## config.mk

```make
export PLATFORM = sky130hd
export DESIGN_NAME = mc_ctrl_fsm
export DESIGN_NICKNAME = d
export VERILOG_FILES = /design/src/rtl/mc_ctrl_pkg.sv /design/src/rtl/mc_stall_wdog.sv /design/src/rtl/mc_ctrl_fsm.sv
export SDC_FILE = /design/constraint.sdc
export NUM_CORES = 1
export LEC_CHECK = 0
export ABC_AREA = 1
export BUFFER_PORTS_ARGS = -buffer_cell sky130_fd_sc_hd__buf_2
export CAP_MARGIN = 5
export CORE_MARGIN = 8
export CORE_UTILIZATION = 35
export CTS_CLUSTER_DIAMETER = 80
export DETAILED_ROUTE_END_ITERATION = 8
export GPL_TIMING_DRIVEN = 0
export PLACE_DENSITY = 0.74
export SYNTH_ARGS = -nofsm -noshare
export SYNTH_HDL_FRONTEND = slang
export SYNTH_SLANG_ARGS = --single-unit
```

## constraint.sdc

```tcl
create_clock -name clk -period 1.7 [get_ports clk]
set_clock_uncertainty 0.1 [all_clocks]
set_input_delay 0.17 -clock clk [delete_from_list [all_inputs] [get_ports clk]]
set_output_delay 0.17 -clock clk [all_outputs]
set_load 0.005 [all_outputs]
```

## src/rtl/mc_ctrl_pkg.sv

```systemverilog
// Shared encodings for the multi-cycle MIPS controller: states, ALUOp codes,
// opcode/funct values, datapath mux selects and small decode helpers.
// Pure declarations; no logic, no latency, no flow control.
package mc_ctrl_pkg;

  typedef enum logic [2:0] {
    S_IF   = 3'd0,
    S_ID   = 3'd1,
    S_EX   = 3'd2,
    S_MEM  = 3'd3,
    S_WB   = 3'd4,
    S_TRAP = 3'd5
  } state_t;

  // ALUOp codes, zero-extended to ALUOP_W at the controller output
  localparam logic [2:0] ALU_ADD   = 3'd0;
  localparam logic [2:0] ALU_SUB   = 3'd1;
  localparam logic [2:0] ALU_FUNCT = 3'd2;
  localparam logic [2:0] ALU_AND   = 3'd3;
  localparam logic [2:0] ALU_LU    = 3'd4;
  localparam logic [2:0] ALU_SLT   = 3'd5;
  localparam logic [2:0] ALU_ADDU  = 3'd6;
  localparam logic [2:0] ALU_SLTU  = 3'd7;

  localparam logic [5:0] OP_RTYPE = 6'h00;
  localparam logic [5:0] OP_J     = 6'h02;
  localparam logic [5:0] OP_JAL   = 6'h03;
  localparam logic [5:0] OP_BEQ   = 6'h04;
  localparam logic [5:0] OP_BNE   = 6'h05;
  localparam logic [5:0] OP_ADDI  = 6'h08;
  localparam logic [5:0] OP_ADDIU = 6'h09;
  localparam logic [5:0] OP_SLTI  = 6'h0a;
  localparam logic [5:0] OP_SLTIU = 6'h0b;
  localparam logic [5:0] OP_ANDI  = 6'h0c;
  localparam logic [5:0] OP_LUI   = 6'h0f;
  localparam logic [5:0] OP_LW    = 6'h23;
  localparam logic [5:0] OP_SW    = 6'h2b;

  localparam logic [5:0] FN_SLL  = 6'h00;
  localparam logic [5:0] FN_SRL  = 6'h02;
  localparam logic [5:0] FN_SRA  = 6'h03;
  localparam logic [5:0] FN_JR   = 6'h08;
  localparam logic [5:0] FN_JALR = 6'h09;

  // ALUSrcA / ALUSrcB
  localparam logic [1:0] SA_PC    = 2'b00;
  localparam logic [1:0] SA_RS    = 2'b01;
  localparam logic [1:0] SA_SHAMT = 2'b10;
  localparam logic [1:0] SB_RT    = 2'b00;
  localparam logic [1:0] SB_FOUR  = 2'b01;
  localparam logic [1:0] SB_IMM   = 2'b10;
  localparam logic [1:0] SB_IMMSH = 2'b11;
  // PCSource / RegDst / MemtoReg
  localparam logic [1:0] PCS_ALU    = 2'b00;
  localparam logic [1:0] PCS_ALUOUT = 2'b01;
  localparam logic [1:0] PCS_JUMP   = 2'b10;
  localparam logic [1:0] PCS_EXC    = 2'b11;
  localparam logic [1:0] RD_RT      = 2'b00;
  localparam logic [1:0] RD_RD      = 2'b01;
  localparam logic [1:0] RD_RA      = 2'b10;
  localparam logic [1:0] MTR_MEM    = 2'b00;
  localparam logic [1:0] MTR_ALU    = 2'b01;
  localparam logic [1:0] MTR_PC     = 2'b10;

  function automatic logic is_ialu(input logic [5:0] op);
    return (op == OP_ADDI) || (op == OP_ADDIU) || (op == OP_ANDI) ||
           (op == OP_SLTI) || (op == OP_SLTIU) || (op == OP_LUI);
  endfunction

  function automatic logic is_shift(input logic [5:0] fn);
    return (fn == FN_SLL) || (fn == FN_SRL) || (fn == FN_SRA);
  endfunction

  function automatic logic funct_ok(input logic [5:0] fn);
    return is_shift(fn) || (fn == FN_JR) || (fn == FN_JALR) ||
           ((fn >= 6'h20) && (fn <= 6'h2b));
  endfunction

  function automatic logic instr_legal(input logic [5:0] op, input logic [5:0] fn);
    if (op == OP_RTYPE) return funct_ok(fn);
    return is_ialu(op) || (op == OP_LW) || (op == OP_SW) || (op == OP_BEQ) ||
           (op == OP_BNE) || (op == OP_J) || (op == OP_JAL);
  endfunction

endpackage

```

## src/rtl/mc_stall_wdog.sv

```systemverilog
// Memory-stall watchdog: counts consecutive stall cycles, sets a sticky flag.
// Latency: flag registers one edge after the count reaches WAIT_LIMIT.
// Backpressure: none; purely observational, the FSM keeps waiting.
// Ports: clk, reset (sync, active-high), i_stall (IF/MEM waiting on memory),
//        o_timeout (sticky until reset; constant 0 when WAIT_LIMIT == 0).
module mc_stall_wdog #(
  parameter int WAIT_LIMIT = 0,
  parameter int WCNT_W     = 8
) (
  input  logic clk,
  input  logic reset,
  input  logic i_stall,
  output logic o_timeout
);

  localparam logic [WCNT_W-1:0] LIMIT = WCNT_W'(WAIT_LIMIT);

  logic [WCNT_W-1:0] r_cnt;
  logic              r_timeout;

  always_ff @(posedge clk) begin
    if (reset) begin
      r_cnt     <= '0;
      r_timeout <= 1'b0;
    end else begin
      if (!i_stall)
        r_cnt <= '0;
      else if (r_cnt != '1)   // saturate instead of wrapping back to 0
        r_cnt <= r_cnt + 1'b1;
      if ((WAIT_LIMIT != 0) && (r_cnt == LIMIT))
        r_timeout <= 1'b1;
    end
  end

  assign o_timeout = r_timeout;

endmodule

```

## src/rtl/mc_ctrl_fsm.sv

```systemverilog
// Five-state multi-cycle MIPS controller (IF/ID/EX/MEM/WB) with memory stalls.
// Latency: 3-5 cycles per instruction plus memory wait cycles; outputs are
// combinational from State/OpCode/Funct/MemReady. Backpressure: MemReady=0 holds IF/MEM.
// Ports: clk, reset (sync active-high, forces all outputs 0), OpCode/Funct from IR,
// MemReady handshake; datapath enables, mux selects, ALUOp, State, MemTimeout, Illegal.
// Optional macro ILLEGAL_TRAP_EN: illegal instructions go ID -> TRAP(5) -> IF.
module mc_ctrl_fsm
  import mc_ctrl_pkg::*;
#(
  parameter int ALUOP_W    = 4,
  parameter int WAIT_LIMIT = 0,
  parameter int WCNT_W     = 8
) (
  input  logic               clk,
  input  logic               reset,
  input  logic [5:0]         OpCode,
  input  logic [5:0]         Funct,
  input  logic               MemReady,
  output logic               PCWrite,
  output logic               PCWriteCond,
  output logic               BranchNe,
  output logic               IorD,
  output logic               MemRead,
  output logic               MemWrite,
  output logic               IRWrite,
  output logic               RegWrite,
  output logic               ExtOp,
  output logic               LuiOp,
  output logic [1:0]         MemtoReg,
  output logic [1:0]         RegDst,
  output logic [1:0]         ALUSrcA,
  output logic [1:0]         ALUSrcB,
  output logic [1:0]         PCSource,
  output logic [ALUOP_W-1:0] ALUOp,
  output logic [2:0]         State,
  output logic               MemTimeout,
  output logic               Illegal
);

  state_t     r_state, w_next;
  logic       w_pcw, w_pcwc, w_bne, w_iord, w_mr, w_mw, w_irw, w_rw, w_ext, w_lui;
  logic [1:0] w_mtr, w_rd, w_sa, w_sb, w_pcs;
  logic [2:0] w_aluop;
  logic       w_stall, w_timeout;
`ifdef ILLEGAL_TRAP_EN
  logic       w_illegal;
`endif

  always_ff @(posedge clk) begin
    if (reset) r_state <= S_IF;
    else       r_state <= w_next;
  end

  always_comb begin
    w_next = S_IF;
    w_pcw = 1'b0; w_pcwc = 1'b0; w_bne = 1'b0; w_iord = 1'b0; w_mr = 1'b0;
    w_mw = 1'b0; w_irw = 1'b0; w_rw = 1'b0; w_ext = 1'b0; w_lui = 1'b0;
    w_mtr = 2'b00; w_rd = 2'b00; w_sa = 2'b00; w_sb = 2'b00; w_pcs = 2'b00;
    w_aluop = ALU_ADD;
`ifdef ILLEGAL_TRAP_EN
    w_illegal = 1'b0;
`endif
    case (r_state)
      S_IF: begin
        w_mr = 1'b1;
        if (MemReady) begin
          w_irw  = 1'b1;
          w_pcw  = 1'b1;
          w_sb   = SB_FOUR;
          w_next = S_ID;
        end
      end
      S_ID: begin
        // precompute branch target PC + (sext(imm) << 2)
        w_sb   = SB_IMMSH;
        w_ext  = 1'b1;
        w_next = S_EX;
`ifdef ILLEGAL_TRAP_EN
        if (!instr_legal(OpCode, Funct)) w_next = S_TRAP;
`endif
      end
      S_EX: begin
        if (OpCode == OP_RTYPE) begin
          // an unknown funct is a no-write NOP straight back to IF
          if (funct_ok(Funct)) begin
            w_sa    = is_shift(Funct) ? SA_SHAMT : SA_RS;
            w_aluop = ALU_FUNCT;
            if (Funct == FN_JR || Funct == FN_JALR) begin
              w_pcw = 1'b1;
              w_pcs = PCS_ALU;
              if (Funct == FN_JALR) begin
                w_rw  = 1'b1;
                w_rd  = RD_RD;
                w_mtr = MTR_PC;
              end
            end else begin
              w_next = S_WB;
            end
          end
        end else if (is_ialu(OpCode)) begin
          w_sa   = SA_RS;
          w_sb   = SB_IMM;
          w_ext  = (OpCode != OP_ANDI);
          w_lui  = (OpCode == OP_LUI);
          w_next = S_WB;
          case (OpCode)
            OP_ADDI:  w_aluop = ALU_ADD;
            OP_ADDIU: w_aluop = ALU_ADDU;
            OP_ANDI:  w_aluop = ALU_AND;
            OP_SLTI:  w_aluop = ALU_SLT;
            OP_SLTIU: w_aluop = ALU_SLTU;
            default:  w_aluop = ALU_LU;
          endcase
        end else if (OpCode == OP_LW || OpCode == OP_SW) begin
          w_sa   = SA_RS;
          w_sb   = SB_IMM;
          w_ext  = 1'b1;
          w_next = S_MEM;
        end else if (OpCode == OP_BEQ || OpCode == OP_BNE) begin
          w_pcwc  = 1'b1;
          w_sa    = SA_RS;
          w_sb    = SB_RT;
          w_pcs   = PCS_ALUOUT;
          w_aluop = ALU_SUB;
          w_bne   = (OpCode == OP_BNE);
        end else if (OpCode == OP_J || OpCode == OP_JAL) begin
          w_pcw = 1'b1;
          w_pcs = PCS_JUMP;
          if (OpCode == OP_JAL) begin
            w_rw  = 1'b1;
            w_rd  = RD_RA;
            w_mtr = MTR_PC;
          end
        end
      end
      S_MEM: begin
        w_iord = 1'b1;
        if (OpCode == OP_LW) begin
          w_mr   = 1'b1;
          w_next = MemReady ? S_WB : S_MEM;
        end else if (OpCode == OP_SW) begin
          // MemWrite stays high through stalls; memory commits on the ready cycle
          w_mw   = 1'b1;
          w_next = MemReady ? S_IF : S_MEM;
        end
      end
      S_WB: begin
        w_rw = 1'b1;
        if (OpCode == OP_RTYPE) begin
          w_rd  = RD_RD;
          w_mtr = MTR_ALU;
        end else begin
          w_rd  = RD_RT;
          w_mtr = (OpCode == OP_LW) ? MTR_MEM : MTR_ALU;
        end
      end
`ifdef ILLEGAL_TRAP_EN
      S_TRAP: begin
        w_illegal = 1'b1;
        w_pcw     = 1'b1;
        w_pcs     = PCS_EXC;
      end
`endif
      default: ;
    endcase
  end

  assign w_stall = ((r_state == S_IF) || (r_state == S_MEM)) && !MemReady;

  mc_stall_wdog #(
    .WAIT_LIMIT (WAIT_LIMIT),
    .WCNT_W     (WCNT_W)
  ) u_wdog (
    .clk       (clk),
    .reset     (reset),
    .i_stall   (w_stall),
    .o_timeout (w_timeout)
  );

  // reset forces every output low so an abandoned instruction writes nothing
  assign PCWrite     = !reset && w_pcw;
  assign PCWriteCond = !reset && w_pcwc;
  assign BranchNe    = !reset && w_bne;
  assign IorD        = !reset && w_iord;
  assign MemRead     = !reset && w_mr;
  assign MemWrite    = !reset && w_mw;
  assign IRWrite     = !reset && w_irw;
  assign RegWrite    = !reset && w_rw;
  assign ExtOp       = !reset && w_ext;
  assign LuiOp       = !reset && w_lui;
  assign MemtoReg    = reset ? 2'b00 : w_mtr;
  assign RegDst      = reset ? 2'b00 : w_rd;
  assign ALUSrcA     = reset ? 2'b00 : w_sa;
  assign ALUSrcB     = reset ? 2'b00 : w_sb;
  assign PCSource    = reset ? 2'b00 : w_pcs;
  assign ALUOp       = reset ? '0 : ALUOP_W'(w_aluop);
  assign State       = reset ? 3'd0 : r_state;
  assign MemTimeout  = !reset && w_timeout;
`ifdef ILLEGAL_TRAP_EN
  assign Illegal     = !reset && w_illegal;
`else
  assign Illegal     = 1'b0;
`endif

endmodule

```

==> impl_metrics.env <==
export IMPL_outcome="finished, final reports clean"
export IMPL_ys_ff_latch=3
export IMPL_path_clk_slew_ps=40
export IMPL_drt_wl_total_um=2370
export IMPL_drive_above_1_share_pct=47.6
export IMPL_drt_iter0_drc=9
export IMPL_hold_end="r_state[2]"
export IMPL_cp_slowest_cell="dfxtp_4"
export IMPL_nFillCells=225
export IMPL_grt_usage_pct=11.6
export IMPL_reg_largest_list="r_state (3)"
export IMPL_cp_end_kind="output port"
export IMPL_critical_path_class="flip-flop to output port"
export IMPL_port_buffer_count=40
export IMPL_area_delta_synth_final_pct=48.8
export IMPL_synthTopCellsByCount="inv_1 (25), nand2_1 (24), nor2_1 (20), nand3_1 (11), nand2_2 (6)"
export IMPL_synth_area_um2=726
export IMPL_dp_hpwl_um=1930
export IMPL_r2r_start="r_state[1]"
export IMPL_hold_violations=0
export IMPL_grt_max_degree=11
export IMPL_die_x_um=61.5
export IMPL_top_register="r_state"
export IMPL_hold_class="input pin to flip-flop"
export IMPL_cp_data_arrival_time_ps=1410
export IMPL_synth_top_flop_cell="dfxtp_1"
export IMPL_synth_edf_count=0
export IMPL_r2r_cells=6
export IMPL_synth_top_area_share_pct=12.9
export IMPL_timing_rr_end="r_state[1]"
export IMPL_whs_ps=131
export IMPL_start_util_pct=37.0
export IMPL_clockBufferDepth=2
export IMPL_min_period_ps=1680
export IMPL_cap_viol_max_count=0
export IMPL_yosysMostFrequentCell="inv_1"
export IMPL_clkPwrFrac_pct=36.5
export IMPL_seq_area_um2=66.3
export IMPL_cts_tree="done"
export IMPL_hold_buffers=0
export IMPL_rows=16
export IMPL_p_int_mw=0.217
export IMPL_vias_per_cell=4.60
export IMPL_n_antenna_cell=0
export IMPL_first_global_vias=915
export IMPL_core_um2=1960
export IMPL_insertion_delay_ps=240
export IMPL_cp_start_kind="flip-flop"
export IMPL_crit_fanout=4
export IMPL_min_path_cells=3
export IMPL_die_area_um2=3790
export IMPL_largest_reg_flops=3
export IMPL_io_pins=44
export IMPL_power_static_leakage_nw=0.642
export IMPL_first_pass_iters=4
export IMPL_switching_share_pct=37.2
export IMPL_vias=975
export IMPL_grt_pass1_wl_um=3530
export IMPL_htreeDepth=1
export IMPL_cts_sinks=3
export IMPL_powerDensity_nw_per_um2=321
export IMPL_routabilityCongestion=0.898
export IMPL_setup_viol=0
export IMPL_crit_chain="inv_4 -> nand3_4 -> nor2_4 -> buf_4 -> nand2_1 -> o21ai_1 -> buf_2"
export IMPL_die_h_um=61.5
export IMPL_layout_nets=201
export IMPL_yosys_warnings=0
export IMPL_worstHoldStart="MemReady"
export IMPL_grt_ovfl_total=0
export IMPL_fmax_mhz=595
export IMPL_min_period_over_period_pct=98.8
export IMPL_total_power_mw=0.346
export IMPL_cts_root_buf="clkbuf_4"
export IMPL_critPathMaxStageDelay_ps=360
export IMPL_yosysSeqAreaShare_pct=8.28
export IMPL_antenna_found_initial=0
export IMPL_synth_area_leaders="inv_1 (13%), nand2_1 (12%), nor2_1 (10%)"
export IMPL_postSynthCellCount=134
export IMPL_rrSetupSlack_ps=500
export IMPL_slew_viol_final=0
export IMPL_vdd_drop_max_mv=0.172
export IMPL_sequentialPowerShare_pct=22.4
export IMPL_multi_input_area_um2=563
export IMPL_synthArstFlopShare_pct=0
export IMPL_synth_area_per_cell_um2=5.42
export IMPL_switchingPower_mw=0.129
export IMPL_drc=0
export IMPL_rsz0062_at_grt="yes"
export IMPL_cts_buffers=3
export IMPL_wl_per_cell_um=11.2
export IMPL_tns_ps=0
export IMPL_netlist_top_cell_by_area="inv_1"
export IMPL_cp_required_ps=1430
export IMPL_synth_distinct_cells=25
export IMPL_combPwrFrac_pct=41.0
export IMPL_ant_nets=0
-- worst max-delay path, delay by kind of cell (launching register included) --
family,cells,cell delay [ps]
and+or+nand+nor,3,360
DFF,1,360
buffers and inverters,3,340
AOI/OAI and AO/OA,1,120
-- cell families after synthesis --
group | share of synthesized area [%]
flops | 8.28
simple gates | 64.5
buf+inv | 20.3
other cells | 0.517
compound gates | 6.38
-- timing repair --
action,CTS,global route
resized for setup,1,16
pin swaps,0,3
endpoints found under the setup margin,1,9
buffers inserted,0,5
-- cell type report --
class | count | area share [%]
multi-input combinational | 98 | 52.1
timing repair buffer | 45 | 22.0
inverter | 30 | 10.9
sequential | 3 | 6.14
buffer | 5 | 3.24
tap | 27 | 3.13
clock buffer | 4 | 2.43
-- layer usage --
metal | GRT usage [%] | routed length (um)
met5 | 0 | 0
met4 | 2.92 | 6
met3 | 2.71 | 184
met2 | 20.8 | 1160
met1 | 13.2 | 1010
-- worst max-delay path by stage --
| stage | start | endpoint | slack (ps) | cells past startpoint |
|---|---|---|---|---|
| finish | r_state[2] | RegDst[0] | 20 | 7 |
| global route | r_state[2] | RegDst[0] | -50 | 7 |
| CTS | r_state[2] | BranchNe | 0.3 | 7 |
| detailed placement | r_state[2] | BranchNe | 220 | 7 |
| global placement | r_state[2] | BranchNe | 250 | 7 |
| floorplan | r_state[2] | BranchNe | 380 | 6 |
-- placed cells by master (no fill, tap or decap), types with 3 or more instances in the layout --
master	netlist	final
nor2_2	4	5
nand2_2	6	6
inv_2	4	4
nand4_1	5	5
inv_1	25	23
nor3_2	2	3
nand2_1	24	23
buf_4	4	9
a21oi_1	3	3
nand3_2	4	3
clkbuf_4	0	3
buf_2	1	41
conb_1	1	3
nor2_4	3	5
nor2_1	20	17
nand3_1	11	11
-- power by group through the flow --
stage	sequential (mW)	clock [mW]	combinational [mW]
after global routing	0.0779	0.136	0.158
after floorplan	0.0770	0	0.0779
after CTS	0.0764	0.127	0.128
after global placement	0.0773	0	0.125
final	0.0776	0.127	0.142
after detailed placement	0.0774	0	0.128
-- through the flow --
stage,setup WS [ps],utilization [%],cell area [um^2],cells
after floorplan,380,-,733,136
after global placement,250,49.3,967,203
after detailed placement,224,49.3,967,203
after CTS,0.332,50.8,996,207
after global routing,-53.5,55.0,1080,212
final,20.4,55.0,1080,212
(Power assumes the default switching activity.)
